$ cat config.mk
export PLATFORM = sky130hd
export DESIGN_NAME = mem_arbiter
export DESIGN_NICKNAME = d
export VERILOG_FILES = /design/src/rtl/mem_arbiter_pkg.sv /design/src/rtl/mem_arb_grant.sv /design/src/rtl/mem_arbiter.sv
export SDC_FILE = /design/constraint.sdc
export NUM_CORES = 1
export LEC_CHECK = 0
export BUFFER_PORTS_ARGS = -buffer_cell sky130_fd_sc_hd__buf_2
export CORE_AREA = 2 2 106 108
export DETAILED_ROUTE_END_ITERATION = 16
export DIE_AREA = 0 0 108 110
export GPL_ROUTABILITY_DRIVEN = 1
export SYNTH_ARGS = -nofsm -noshare
export SYNTH_HDL_FRONTEND = slang
export SYNTH_HIERARCHICAL = 1
export SYNTH_SLANG_ARGS = --single-unit
export TNS_END_PERCENT = 50
$ cat constraint.sdc
create_clock -name clk -period 1.7 [get_ports clk]
set_input_delay 0.085 -clock clk [delete_from_list [all_inputs] [get_ports clk]]
set_output_delay 0.085 -clock clk [all_outputs]
set_load 0.01 [all_outputs]
$ cat src/rtl/mem_arbiter_pkg.sv
// Shared constants for the unified-memory arbiter: owner encodings and port widths.
// Latency: none (package only). Backpressure: n/a.
// Owner codes tag the cycle-N grant so the cycle-N+1 response is routed correctly.
package mem_arbiter_pkg;

    localparam logic [1:0] MEM_OWN_NONE = 2'd0;
    localparam logic [1:0] MEM_OWN_IF   = 2'd1;
    localparam logic [1:0] MEM_OWN_DR   = 2'd2;
    localparam logic [1:0] MEM_OWN_DW   = 2'd3;

    localparam int MEM_ADDR_WIDTH = 32;
    localparam int MEM_DATA_WIDTH = 32;
    localparam int MEM_BE_WIDTH   = MEM_DATA_WIDTH / 8;

    function automatic logic [1:0] mem_own_sel(input logic if_gnt,
                                               input logic d_gnt,
                                               input logic d_we);
        logic [1:0] own;
        own = MEM_OWN_NONE;
        if (d_gnt)
            own = d_we ? MEM_OWN_DW : MEM_OWN_DR;
        else if (if_gnt)
            own = MEM_OWN_IF;
        return own;
    endfunction

endpackage

$ cat src/rtl/mem_arb_grant.sv
// Grant policy for fetch vs data; MEM_ARB_ROUND_ROBIN_EN selects round-robin, else data-over-fetch.
// Latency: combinational grant. Backpressure: loser sees gnt=0 and must hold its request.
// Grants are forced low while rst_n is low.
module mem_arb_grant (
`ifdef MEM_ARB_ROUND_ROBIN_EN
    input  logic clk,
`endif
    input  logic rst_n,
    input  logic if_req,
    input  logic d_req,
    output logic if_gnt,
    output logic d_gnt
);

`ifdef MEM_ARB_ROUND_ROBIN_EN
    // rr_q holds the last conflict winner: 0 = fetch, 1 = data
    logic rr_q;
    logic rr_d;
    logic conflict;

    always_comb begin
        conflict = if_req & d_req;
        rr_d     = rr_q;
        if_gnt   = 1'b0;
        d_gnt    = 1'b0;
        if (rst_n) begin
            if (conflict) begin
                d_gnt  = ~rr_q;
                if_gnt = rr_q;
                rr_d   = ~rr_q;
            end else begin
                d_gnt  = d_req;
                if_gnt = if_req;
            end
        end
    end

    always_ff @(posedge clk or negedge rst_n) begin
        if (!rst_n)
            rr_q <= 1'b0;
        else
            rr_q <= rr_d;
    end
`else
    assign d_gnt  = rst_n & d_req;
    assign if_gnt = rst_n & if_req & ~d_req;
`endif

endmodule

$ cat src/rtl/mem_arbiter.sv
// Shares one BRAM port between fetch and data; policy via MEM_ARB_ROUND_ROBIN_EN (see mem_arb_grant).
// Latency: combinational grant, response (rvalid/rdata) one cycle after grant; one access per cycle.
// Backpressure: a requester without gnt holds req/addr; fetch loss raises stall.
module mem_arbiter
    import mem_arbiter_pkg::*;
#(
    parameter int ADDR_WIDTH = MEM_ADDR_WIDTH,
    parameter int DATA_WIDTH = MEM_DATA_WIDTH
) (
    input  logic                    clk,
    input  logic                    rst,
    input  logic                    if_req,
    input  logic [ADDR_WIDTH-1:0]   if_addr,
    output logic                    if_gnt,
    output logic                    if_rvalid,
    output logic [DATA_WIDTH-1:0]   if_rdata,
    input  logic                    d_req,
    input  logic                    d_we,
    input  logic [DATA_WIDTH/8-1:0] d_be,
    input  logic [ADDR_WIDTH-1:0]   d_addr,
    input  logic [DATA_WIDTH-1:0]   d_wdata,
    output logic                    d_gnt,
    output logic                    d_rvalid,
    output logic [DATA_WIDTH-1:0]   d_rdata,
    output logic [ADDR_WIDTH-1:0]   mem_addr,
    output logic [DATA_WIDTH-1:0]   mem_wdat,
    output logic                    mem_wenb,
    output logic [DATA_WIDTH/8-1:0] mem_byte_enb,
    output logic                    mem_renb,
    input  logic [DATA_WIDTH-1:0]   mem_rdat,
    output logic                    stall
);

    logic [1:0]            own_q;
    logic [1:0]            own_d;
    logic [DATA_WIDTH-1:0] if_rdata_q;
    logic [DATA_WIDTH-1:0] if_rdata_d;
    logic [DATA_WIDTH-1:0] d_rdata_q;
    logic [DATA_WIDTH-1:0] d_rdata_d;
    logic                  unused_addr_lsbs;

    assign unused_addr_lsbs = ^{if_addr[1:0], d_addr[1:0]};

    mem_arb_grant u_grant (
`ifdef MEM_ARB_ROUND_ROBIN_EN
        .clk    (clk),
`endif
        .rst_n  (rst),
        .if_req (if_req),
        .d_req  (d_req),
        .if_gnt (if_gnt),
        .d_gnt  (d_gnt)
    );

    assign stall = if_req & ~if_gnt;

    always_comb begin
        mem_addr     = '0;
        mem_wdat     = '0;
        mem_wenb     = 1'b0;
        mem_renb     = 1'b0;
        mem_byte_enb = '0;
        if (d_gnt) begin
            mem_addr     = {d_addr[ADDR_WIDTH-1:2], 2'b00};
            mem_wdat     = d_wdata;
            mem_wenb     = d_we;
            mem_renb     = ~d_we;
            mem_byte_enb = d_we ? d_be : '0;
        end else if (if_gnt) begin
            mem_addr = {if_addr[ADDR_WIDTH-1:2], 2'b00};
            mem_renb = 1'b1;
        end
    end

    // rdata outputs bypass the hold register in the rvalid cycle so data and rvalid coincide
    always_comb begin
        own_d      = mem_own_sel(if_gnt, d_gnt, d_we);
        if_rdata_d = if_rdata_q;
        d_rdata_d  = d_rdata_q;
        if (own_q == MEM_OWN_IF)
            if_rdata_d = mem_rdat;
        if (own_q == MEM_OWN_DR)
            d_rdata_d = mem_rdat;
        else if (own_q == MEM_OWN_DW)
            d_rdata_d = '0;
    end

    always_ff @(posedge clk or negedge rst) begin
        if (!rst) begin
            own_q      <= MEM_OWN_NONE;
            if_rdata_q <= '0;
            d_rdata_q  <= '0;
        end else begin
            own_q      <= own_d;
            if_rdata_q <= if_rdata_d;
            d_rdata_q  <= d_rdata_d;
        end
    end

    assign if_rvalid = (own_q == MEM_OWN_IF);
    assign d_rvalid  = (own_q == MEM_OWN_DR) || (own_q == MEM_OWN_DW);
    assign if_rdata  = if_rdata_d;
    assign d_rdata   = d_rdata_d;

endmodule
==> flow_summary.json <==
{
  "syn_area_um2": 3140,
  "start_util_pct": 29.4,
  "grt_pass1_vias": 3231,
  "gr-usage-all-layers_pct": 18.4,
  "fin_ws_ns": -0.0471,
  "layout_common_cells": "238 x buf_2, 66 x dfrtp_1, 61 x a22o_1, 34 x buf_6, 33 x and2_1",
  "tns_ns": -0.690,
  "startpoint_type": "flip-flop",
  "syn_inst": 235,
  "synth_seq_cells": 66,
  "regToRegStartpoint": "own_q[1]",
  "cts_root_buf": "clkbuf_8",
  "port_buffers": 269,
  "drive_above_1_share_pct": 63.6,
  "via_count": 3092,
  "yosysTopAreaCell": "dfrtp_1",
  "cp.required_ns": 1.62,
  "grt_remaining_overflow": 0,
  "postLayoutCoreUtil_pct": 50.2,
  "place_congestion": 0.859,
  "p_per_area_nw_per_um2": 920,
  "relSlewSlack_pct": 45.7,
  "drt-vias-per-instance": 4.54,
  "dp_slack_ns": 0.210,
  "clk_latency_ns": 0.34,
  "cts.sinks": 66,
  "clk_pin_slew_ns": 0.08,
  "drt_iter0_markers": 99,
  "insertedDiodeCount": 0,
  "antenna_found_initial": 0,
  "grt_pass1_wl_um": 16700,
  "synthTopCellsByArea": "dfrtp_1 53%, a22o_1 17%, mux2_4 14%",
  "synth_top_area_share_pct": 52.5,
  "status": "complete, but fails checks",
  "fin_cells": 681,
  "wirelength_um": 11100,
  "die_x_um": 108,
  "setup_violations": 21,
  "numCtsBuffers": 9,
  "hold_slack_ns": -0.0420,
  "syn_to_final_growth_pct": 70.7,
  "coreArea_um2": 10700,
  "vdd_ir_drop_max_mv": 0.582,
  "drtPass1Iterations": 4,
  "rsz0062_at_grt": "yes",
  "layout_commonest_cell": "buf_2",
  "worstSetupPathType": "reg -> out",
  "skew_ns": 0.00715,
  "dp_hpwl_um": 8230,
  "wire_per_inst_um": 16.3,
  "post-route-min-period_ns": 1.75,
  "syn_avg_cell_area_um2": 13.4,
  "postRouteAntennaNets": 0,
  "drc": 0,
  "hold_viol": 47,
  "slew_viol_final": 0,
  "cts_tree": "yes",
  "worstPathArrival_ns": 1.66,
  "yosysWarnings": 6,
  "placed_cells": 629,
  "worstPathMaxFanout": 10,
  "grt_max_degree": 72,
  "period_share_pct": 103,
  "fillerInstances": 947,
  "cellLeakagePower_nw": 2.97,
  "critPathLaunch": "own_q[1]",
  "violations": "negative hold slack, negative setup slack",
  "cts_buffer_depth": 2,
  "hp-class": "in -> async",
  "synth_cell_types": 21,
  "dieArea_um2": 11900,
  "critPathCaptureType": "primary output",
  "maxCapViolCount": 0,
  "core.rowCount": 38,
  "fin_nets": 673,
  "io_pins": 276,
  "clock.fmax_mhz": 572,
  "ctsHtreeMaxLevel": 3,
  "yosysSeqAreaShare_pct": 52.5,
  "tightest_slew_ns": 0.814,
  "die_height_um": 110
}
==> logic make-up (layout without fill, tap and decap cells) <==
family / after synthesis / after routing / synth area share, %
AOI/OAI and AO/OA: 62 / 62 / 17.2
muxes: 32 / 32 / 14.9
other: 1 / 2 / 0.119
buffers and inverters: 26 / 331 / 5.81
and+or+nand+nor: 48 / 48 / 9.44
DFF: 66 / 66 / 52.5
==> worst max-delay path, cell delays in order, from the launching register on <==
cell and delay, ns:
dfrtp_1 0.41, nor2b_4 0.19, buf_6 0.14, buf_12 0.13, mux2_4 0.32, buf_6 0.12
==> routing by layer <==
metal	track usage [%]	wire length [um]
met3	5.58	856
met5	0	0
met1	21.2	4470
met2	33.0	5670
met4	5.31	112
==> path summary, 6_finish.rpt <==
kind | endpoint | cells past startpoint | slack, ns
min in group clk | d_rdata_q[6] | 2 | 0.02
max | if_rdata[25] | 5 | -0.05
min | d_rdata_q[16] | 2 | -0.04
max reg2reg | if_rdata_q[13] | 5 | 0.27
min reg2reg | if_rdata_q[23] | 1 | 0.49
max in group asynchronous | d_rdata_q[31] | 2 | 1.19
==> state kept, by name, summed over array words and instances (netlist names) <==
register,flops
d_rdata_q,32
if_rdata_q,32
own_q,2
==> power breakdown <==
part / total, mW / leakage [nW] / switching (mW) / internal, mW
clock network: 1.24 / 0.0944 / 0.593 / 0.643
registers: 1.93 / 0.809 / 0.0822 / 1.84
logic: 1.78 / 2.07 / 0.749 / 1.03
==> repair_timing <==
| action | in CTS | in global routing |
|---|---|---|
| hold buffers | 22 | 1 |
| pin swaps | 0 | 3 |
| resized for setup | 44 | 1 |
| endpoints found under the hold margin | 37 | 1 |
| setup buffers | 9 | 5 |
| setup endpoints to repair | 30 | 63 |
| cloned | 1 | 0 |
==> area by class of cell <==
class | count | area [um2] | area share (%)
timing repair buffer | 314 | 2010 | 37.5
sequential | 66 | 1650 | 30.8
multi-input combinational | 144 | 1330 | 24.9
tap | 140 | 175 | 3.26
clock buffer | 12 | 165 | 3.08
clock inverter | 4 | 25.0 | 0.466
inverter | 1 | 3.75 | 0.0699
==> per-stage QoR <==
stage | instance area (um2) | total power [mW] | hold slack [ns]
after floorplan | 3150 | 2.72 | -0.211
after global placement | 4620 | 3.34 | 0.340
after detailed placement | 4620 | 3.37 | 0.342
after CTS | 5360 | 4.97 | 0.000563
after global routing | 5370 | 5.21 | 0.00449
final | 5370 | 4.94 | -0.0420
==> cells in the mapped netlist <==
cell,instances
dfrtp_1,66
nor2b_2,1
clkbuf_1,10
nor2_1,2
nand2_1,2
and3_1,4
buf_12,3
buf_2,5
conb_1,1
mux2_2,3
nor2b_1,3
buf_4,6
o21ai_0,1
or2_2,1
and2_1,33
and3b_1,1
and2_2,1
buf_6,1
inv_1,1
a22o_1,61
mux2_4,29
Power figures use the tool's default switching activity.
